===== config.mk =====
export PLATFORM = sky130hd
export DESIGN_NAME = hazard_ctrl
export DESIGN_NICKNAME = d
export VERILOG_FILES = /design/src/rtl/hazard_pkg.sv /design/src/rtl/hazard_raw_cmp.sv /design/src/rtl/hazard_ctrl.sv
export SDC_FILE = /design/constraint.sdc
export NUM_CORES = 1
export LEC_CHECK = 0
export CORE_AREA = 2 2 39 41
export DETAILED_ROUTE_END_ITERATION = 7
export DIE_AREA = 0 0 41 43
export DONT_BUFFER_PORTS = 1
export PLACE_DENSITY = 0.66
export SYNTH_ARGS = -nofsm -noshare
export SYNTH_HDL_FRONTEND = slang
export SYNTH_HIERARCHICAL = 1
export SYNTH_SLANG_ARGS = --single-unit

===== constraint.sdc =====
create_clock -name clk -period 1.75 [get_ports clk]
set_input_delay 0.175 -clock clk [delete_from_list [all_inputs] [get_ports clk]]
set_output_delay 0.175 -clock clk [all_outputs]
set_load 0.01 [all_outputs]

===== src/rtl/hazard_pkg.sv =====
// Shared encodings for the pipeline hazard controller: forwarding selects
// and branch-resolution FSM states.
package hazard_pkg;

  typedef logic [1:0] fwd_sel_t;

  localparam fwd_sel_t FWD_NONE = 2'b00;
  localparam fwd_sel_t FWD_MEM  = 2'b01;
  localparam fwd_sel_t FWD_EXE  = 2'b10;

  localparam logic [0:0] ST_IDLE    = 1'b0;
  localparam logic [0:0] ST_BR_PEND = 1'b1;

  localparam int unsigned MDU_CNT_W = 4;

endpackage


===== src/rtl/hazard_raw_cmp.sv =====
// Compares one ID source register against the EXE and MEM destinations.
// Produces per-stage RAW match flags and the operand forwarding select.
module hazard_raw_cmp
  import hazard_pkg::*;
#(
  parameter int unsigned REG_AW = 5,
  parameter int unsigned FWD_EN = 1
) (
  input  logic              src_read,
  input  logic [REG_AW-1:0] src,
  input  logic              exe_reg_write,
  input  logic [REG_AW-1:0] exe_rdes,
  input  logic              mem_reg_write,
  input  logic [REG_AW-1:0] mem_rdes,
  output logic              exe_match,
  output logic              mem_match,
  output fwd_sel_t          fwd
);

  logic src_nonzero;

  assign src_nonzero = |src;

  // Register $0 is hard-wired to zero, so it never creates a dependency.
  always_comb begin
    exe_match = src_read & exe_reg_write & src_nonzero & (src == exe_rdes);
    mem_match = src_read & mem_reg_write & src_nonzero & (src == mem_rdes);
  end

  // EXE holds the younger result, so it wins over MEM when both match.
  always_comb begin
    fwd = FWD_NONE;
    if (FWD_EN != 0) begin
      if (exe_match) begin
        fwd = FWD_EXE;
      end else if (mem_match) begin
        fwd = FWD_MEM;
      end
    end
  end

endmodule


===== src/rtl/hazard_ctrl.sv =====
// Pipeline hazard controller for the 5-stage core: RAW stall/forward
// decisions, branch-resolution fetch hold, and HI/LO interlock against the
// multi-cycle multiply/divide unit.
module hazard_ctrl
  import hazard_pkg::*;
#(
  parameter int unsigned REG_AW  = 5,
  parameter int unsigned FWD_EN  = 1,
  parameter int unsigned MDU_LAT = 4
) (
  input  logic              clk,
  input  logic              rst_n,
  input  logic              id_valid,
  input  logic              id_read_rs,
  input  logic              id_read_rt,
  input  logic [REG_AW-1:0] id_rs,
  input  logic [REG_AW-1:0] id_rt,
  input  logic              id_is_branch,
  input  logic              id_is_mdu,
  input  logic              id_uses_hilo,
  input  logic              exe_reg_write,
  input  logic              exe_mem_read,
  input  logic [REG_AW-1:0] exe_rdes,
  input  logic              mem_reg_write,
  input  logic [REG_AW-1:0] mem_rdes,
  input  logic              br_resolved,
  output logic              pc_stall,
  output logic              if_id_stall,
  output logic              if_id_flush,
  output logic              id_exe_bubble,
  output logic [1:0]        fwd_a,
  output logic [1:0]        fwd_b,
  output logic              mdu_busy
);

  localparam logic [MDU_CNT_W-1:0] MDU_LAT_C = MDU_LAT[MDU_CNT_W-1:0];

  logic [0:0]           state_q, state_d;
  logic [MDU_CNT_W-1:0] cnt_q, cnt_d;

  logic     rs_exe, rs_mem, rt_exe, rt_mem;
  fwd_sel_t fwd_a_c, fwd_b_c;
  logic     data_stall, mdu_stall, hold, accept, busy;
  logic     pc_stall_c, if_id_stall_c, if_id_flush_c, id_exe_bubble_c;

  hazard_raw_cmp #(.REG_AW(REG_AW), .FWD_EN(FWD_EN)) u_cmp_rs (
    .src_read      (id_read_rs),
    .src           (id_rs),
    .exe_reg_write (exe_reg_write),
    .exe_rdes      (exe_rdes),
    .mem_reg_write (mem_reg_write),
    .mem_rdes      (mem_rdes),
    .exe_match     (rs_exe),
    .mem_match     (rs_mem),
    .fwd           (fwd_a_c)
  );

  hazard_raw_cmp #(.REG_AW(REG_AW), .FWD_EN(FWD_EN)) u_cmp_rt (
    .src_read      (id_read_rt),
    .src           (id_rt),
    .exe_reg_write (exe_reg_write),
    .exe_rdes      (exe_rdes),
    .mem_reg_write (mem_reg_write),
    .mem_rdes      (mem_rdes),
    .exe_match     (rt_exe),
    .mem_match     (rt_mem),
    .fwd           (fwd_b_c)
  );

  assign busy = (cnt_q != '0);

  // With forwarding only a load in EXE is unresolvable; without it any
  // in-flight producer in EXE or MEM must drain first.
  always_comb begin
    if (FWD_EN != 0) begin
      data_stall = (rs_exe | rt_exe) & exe_mem_read;
    end else begin
      data_stall = rs_exe | rt_exe | rs_mem | rt_mem;
    end
    mdu_stall = id_valid & id_uses_hilo & busy;
    hold      = id_valid & (data_stall | mdu_stall);
    accept    = id_valid & ~hold & (state_q == ST_IDLE);
  end

  // MDU occupancy: reload on an accepted mult/div, otherwise count down.
  always_comb begin
    cnt_d = cnt_q;
    if (accept && id_is_mdu) begin
      cnt_d = MDU_LAT_C;
    end else if (busy) begin
      cnt_d = cnt_q - 1'b1;
    end
  end

  // Branch FSM and pipeline-control priority; BR_PEND overrides data holds
  // because nothing new may leave ID until the branch outcome is known.
  always_comb begin
    state_d         = state_q;
    pc_stall_c      = 1'b0;
    if_id_stall_c   = 1'b0;
    if_id_flush_c   = 1'b0;
    id_exe_bubble_c = 1'b0;
    if (state_q == ST_BR_PEND) begin
      pc_stall_c    = ~br_resolved;
      if_id_flush_c = 1'b1;
      if (br_resolved) begin
        state_d = ST_IDLE;
      end
    end else if (hold) begin
      pc_stall_c      = 1'b1;
      if_id_stall_c   = 1'b1;
      id_exe_bubble_c = 1'b1;
    end else if (accept && id_is_branch) begin
      pc_stall_c    = 1'b1;
      if_id_flush_c = 1'b1;
      state_d       = ST_BR_PEND;
    end
  end

  // State and MDU counter registers; reset abandons any pending operation.
  always_ff @(posedge clk or negedge rst_n) begin
    if (!rst_n) begin
      state_q <= ST_IDLE;
      cnt_q   <= '0;
    end else begin
      state_q <= state_d;
      cnt_q   <= cnt_d;
    end
  end

  // Outputs are forced quiet for the whole time reset is asserted.
  always_comb begin
    pc_stall      = rst_n & pc_stall_c;
    if_id_stall   = rst_n & if_id_stall_c;
    if_id_flush   = rst_n & if_id_flush_c;
    id_exe_bubble = rst_n & id_exe_bubble_c;
    mdu_busy      = rst_n & busy;
    fwd_a         = rst_n ? fwd_a_c : FWD_NONE;
    fwd_b         = rst_n ? fwd_b_c : FWD_NONE;
  end

endmodule


# == Yosys cells after proc, flatten, opt, wreduce, memory -nomap -nowiden ==
# Index checks and enable logic that the tools add are counted.
# op_classes
n_reduce_logical,6
n_mux,17
bitwise,27
n_eq_ne,4
n_addsub,1
# ops
cell,n
AND 1 bit,22
== test 5 bit,4
2-to-1 mux 1 bit,11
OR reduction 5 bit,2
2-to-1 mux 2 bit,4
2-to-1 mux 4 bit,2
nonzero test 4 bit,1
"subtractor 4 x 1 -> 4 bit, second input constant",1
inverter 1 bit,3
logical AND 1 bit,2
bitwise OR 1 bit,2
nonzero test 2 bit,1
# totals
out_inout_bits,9
ff_bits,5

# == Logic depth before layout (Yosys ltp) ==
# logic_depth
ltp_word,15
ltp_mapped,6
ltp_nobuf,6

# == Modules after synthesis ==
# The synthesis kept the hierarchy.
# modules_own_cells
mod,area_each_um2,n_inst,cells_per_inst,seq_area_each_um2
hazard_ctrl,364.1,1,42,125.1
hazard_raw_cmp,155.1,2,20,0.0

# == Least setup slack after synthesis ==
# OpenSTA, ideal clock, no wires.
# synth_timing
kind,input port to output port
startpoint,input port id_rt[2]
endpoint,output port if_id_stall
stages,6
arrival_time_ns,1.546
setup_slack_ns,0.029
path_cell_list,or4_1 -> o21ai_2 -> nor3_1 -> o21ai_1 -> a21oi_1 -> buf_4
# synth_via
elab_chain_len,10
# synth_rtl
element,line_no,rtl
from (decl),hazard_ctrl.sv:17,"input logic [REG_AW-1:0] id_rt,"
OR reduction 5 bit,hazard_raw_cmp.sv:22,assign src_nonzero = |src;
AND 1 bit,hazard_raw_cmp.sv:26,exe_match = src_read & exe_reg_write & src_nonzero & (src == exe_rdes);
AND 1 bit (*),hazard_raw_cmp.sv:26,
via rt_exe,hazard_ctrl.sv:41,"logic rs_exe, rs_mem, rt_exe, rt_mem;"
bitwise OR 1 bit (*),--,
AND 1 bit (*),hazard_ctrl.sv:76,data_stall = (rs_exe | rt_exe) & exe_mem_read;
bitwise OR 1 bit (*),hazard_ctrl.sv:81,hold = id_valid & (data_stall | mdu_stall);
AND 1 bit (*),hazard_ctrl.sv:81,
2-to-1 mux 1 bit (*) (2 in a row),--,
AND 1 bit (*),--,
to (decl),hazard_ctrl.sv:28,"output logic if_id_stall,"
# The timed path passes the listed nets; every way through them passes the cells marked *.

# == Worst setup path after layout ==
# layout_timing
startpoint,register cnt_q[1]
endpoint,output port if_id_flush
# layout_via
elab_chain_len,12
# layout_rtl
element,line_no,rtl
from (decl),hazard_ctrl.sv:39,"logic [MDU_CNT_W-1:0] cnt_q, cnt_d;"
from (signal assigned),hazard_ctrl.sv:127,cnt_q <= cnt_d;
nonzero test 4 bit (*),hazard_ctrl.sv:70,assign busy = (cnt_q != '0);
AND 1 bit (*),hazard_ctrl.sv:80,mdu_stall = id_valid & id_uses_hilo & busy;
bitwise OR 1 bit (*),hazard_ctrl.sv:81,
AND 1 bit (*),hazard_ctrl.sv:81,
inverter 1 bit,hazard_ctrl.sv:82,accept = id_valid & ~hold & (state_q == ST_IDLE);
AND 1 bit (2 in a row),hazard_ctrl.sv:82,
logical AND 1 bit,hazard_ctrl.sv:113,end else if (accept && id_is_branch) begin
2-to-1 mux 1 bit,hazard_ctrl.sv:113,
2-to-1 mux 1 bit (*),hazard_ctrl.sv:109,end else if (hold) begin
2-to-1 mux 1 bit (*),hazard_ctrl.sv:103,if (state_q == ST_BR_PEND) begin
AND 1 bit (*),hazard_ctrl.sv:135,if_id_flush = rst_n & if_id_flush_c;
to (decl),hazard_ctrl.sv:29,"output logic if_id_flush,"
# Mark *: on every way between the ends. The rest lies on a longest branch, timed or not.

==> impl_metrics.yaml <==
logic_synthesis:
  top_area_cells_in_the_synthesized_netlist: "sky130_fd_sc_hd__xnor2_1 27%, sky130_fd_sc_hd__dfrtp_1 19%, sky130_fd_sc_hd__and2_1 4.6%"
  asyncSetResetFlopFracSynth_pct: 100.0
  synthCells: 82
  netlist-cell-type-count: 29
  yosysTopAreaCellShare_pct: 27.27
  synth.cell_area_sq_um: 674.4
  most_frequent_cell_after_synthesis: "sky130_fd_sc_hd__xnor2_1"
  synthesis.area_per_instance_sq_um: 8.224
  synth_largest_area_cell: "sky130_fd_sc_hd__xnor2_1"
  synth_top_cells_by_count: "21 x sky130_fd_sc_hd__xnor2_1, 6 x sky130_fd_sc_hd__nand2_1"
  seq_area_frac_synth_pct: 18.55
  most_used_flip_flop_cell_after_synthesis: "sky130_fd_sc_hd__dfrtp_1"
  ys_ff_latch: 5
  synth.net_count: 115
  synth-edff-count: 0
  yosysWarningCount: 6
critical_path:
  rrSetupSlack_ns: 0.15
  endpoint_kind: "primary output"
  critPathLaunchType: "flip-flop"
  worstSetupStartpoint: "cnt_q[1]$_DFFE_PN0P_"
  worst-endpoint-required_ns: 1.57
  slowest_stage_cell_crit_path: "sky130_fd_sc_hd__or3b_4"
  critical_path.cell_chain: "inv_2 -> ha_4 -> or3b_4 -> nand2_4 -> a32o_2"
  critical_path_peak_fanout: 4
  cp_slowest_stage_delay_ns: 0.41
  reg2reg_from: "cnt_q[1]$_DFFE_PN0P_"
  worstPathArrival_ns: 1.59
  path_type_of_the_worst_setup_path: "reg -> out"
route:
  drc: 0
  wl_per_cell_um: 16.69
  detail_route.first_pass.iterations: 4
  viasPerCell: 5.916
  drt-total-wl_um: 1786
  detailroute.via_count: 633
  initialDrtViolationCount: 8
  antenna_left: 0
sta:
  slew-limit-headroom_pct: 63.28
  fin_crit_sh_pct: 101.1
  final.setup.worst_slack_ns: -0.01874
  finalSetupViolCount: 3
  max_freq_mhz: 565.4
  grt_setup_unrepaired: "yes"
  pin_slew_with_the_least_headroom_to_its_limit_ns: 0.5466
  min_period_ns: 1.769
  finalHoldViolations: 0
  timing.final.max_slew_violations: 0
  finalSetupTns_ns: -0.02470
  clock-skew-final_ns: 0.01759
floorplan:
  floorplan.die_area_sq_um: 1763
  floorplan.die.height_um: 43
  fp.dieW_um: 41
  core-area_sq_um: 1384
  design.portCount: 41
  floorplan.rows: 14
  initial_utilization_pct: 48.73
pwr:
  total_design_power_w: 0.0008390
  power.density_nw_per_um2: 1046
  leakage_nw: 0.2938
  vdd_drop_max_v: 0.0007366
global_route:
  globalRouteOverflowTotal: 0
  groute.layer.met3.usage_pct: 8.377
  grt_start_max_net_pins: 11
  initial_antenna_violation_count: 0
  grt_pass1_wl_um: 2628
  grt.total_usage_pct: 22.17
  groute.layer.met2.usage_pct: 37.81
  global_route.peak_usage_layer: "met2"
  grt_pass1_vias: 629
  use_met1_pct: 24.09
flow_run:
  timing.max_cap.violations: 0
finish:
  layout.core_utilization_pct: 57.96
  antenna_cells: 0
  syn_to_final_growth_pct: 18.92
  final_cells: 107
  share_of_post_route_cells_with_drive_strength_above_1_pct: 27.47
  final_nets: 125
clock_network:
  root_buffer: "sky130_fd_sc_hd__clkbuf_4"
  cts_buffer_depth: 2
  numCtsBuffers: 3
  clock_transition_time_at_the_flip_flop_clock_pins_of_the_worst_setup_and_hold_paths_ns: 0.06
  numClockSinks: 5
  cts-htree-levels: 1
  clock_latency_ns: 0.26
  tritoncts: "built"
worst_hold_path:
  hold_path.class: "in -> reg"
  holdCritStartpoint: "id_is_branch"
placement:
  detailed_place_hpwl_um: 1220
  dp_cells: 96
  gp_congestion: 0.8010
  place.port_buffers: 0
run_status:
  run_status: "finished with violations"
  violations_in_the_final_reports: "negative setup slack"
final cells by class:
type / instances / area, sq um
Tap cell: 16 / 20.02
Multi-Input combinational cell: 71 / 553.0
Timing Repair Buffer: 8 / 66.31
Clock buffer: 4 / 26.28
Fill cell: 130 / 581.8
Sequential cell: 5 / 125.1
Inverter: 3 / 11.26
critical path: cells and delay by family, from the launching register on:
family | cells | cell delay, ns
AND/OR/NAND/NOR | 2 | 0.51
flip-flops | 1 | 0.39
AO/OA/AOI/OAI | 1 | 0.21
adder cells (fa/ha/maj) | 1 | 0.14
buffers and inverters | 1 | 0.07
power by group:
| part | leakage (nW) | total [W] | switching, W | internal [W] |
|---|---|---|---|---|
| Sequential | 0.0617 | 0.000214 | 0.0000464 | 0.000168 |
| Combinational | 0.217 | 0.000478 | 0.000206 | 0.000272 |
| Clock | 0.0150 | 0.000147 | 0.0000597 | 0.0000869 |
| Total | 0.294 | 0.000839 | 0.000312 | 0.000527 |
stage by stage:
stage | instance area (sq um) | worst slack, ns | hold WS [ns]
5_1_grt | 802.0 | -0.06443 | 0.07422
6_report | 802.0 | -0.01874 | 0.08249
3_3_place_gp | 679.4 | -0.0002618 | -0.1203
4_1_cts | 755.7 | 0.004177 | 0.07329
2_1_floorplan | 674.4 | 0.02871 | -0.1206
3_5_place_dp | 679.4 | -0.03712 | -0.1202
routing by layer:
metal  up-vias  share of wire, %  wire, um
met4         0              0.62        11
met2        28                53       951
met1       298                38       682
met3         2               7.8       140
li1        305                 -         -
met5         -                 0         0
final timing paths:
path,depth (start not counted),endpoint
max in group asynchronous,1,cnt_q[2]$_DFFE_PN0P_
setup reg to reg,6,cnt_q[1]$_DFFE_PN0P_
min in group asynchronous,1,state_q$_DFF_PN0_
hold / removal,1,state_q$_DFF_PN0_
setup / recovery,5,if_id_flush
hold reg to reg,1,cnt_q[2]$_DFFE_PN0P_
state kept, by name, indices dropped and copies added (netlist names):
signal   count
state_q      1
cnt_q        4
cell families after synthesis:
| kind of cell | share of synthesized area, % |
|---|---|
| compound gates | 12.99 |
| xor+xnor | 27.27 |
| fa+ha+maj | 1.855 |
| buf+inv | 5.009 |
| flops | 18.55 |
| mux | 1.484 |
| simple gates | 32.84 |
placed cells by master (no fill, tap or decap), types with 2 or more instances in the layout:
master,count
sky130_fd_sc_hd__xnor2_1,21
sky130_fd_sc_hd__inv_2,2
sky130_fd_sc_hd__nor2b_4,2
sky130_fd_sc_hd__nor3b_1,2
sky130_fd_sc_hd__o21ai_2,3
sky130_fd_sc_hd__nand2_1,6
sky130_fd_sc_hd__nor2b_1,2
sky130_fd_sc_hd__nor3_1,4
sky130_fd_sc_hd__nand4_1,4
sky130_fd_sc_hd__buf_4,6
sky130_fd_sc_hd__and2_1,5
sky130_fd_sc_hd__clkbuf_4,3
sky130_fd_sc_hd__dfrtp_1,5
sky130_fd_sc_hd__or4_1,2
sky130_fd_sc_hd__nor2_1,5
repair_timing:
| item | 4_1_cts | 5_1_grt |
|---|---|---|
| endpoints found under the hold margin | 5 | 0 |
| buffers inserted | 3 | 3 |
| hold buffers | 1 | 0 |
| pin swaps | 1 | 3 |
| setup endpoints to repair | 4 | 4 |
| resized for setup | 6 | 5 |
Note: power is estimated with default switching activity, not from simulation.
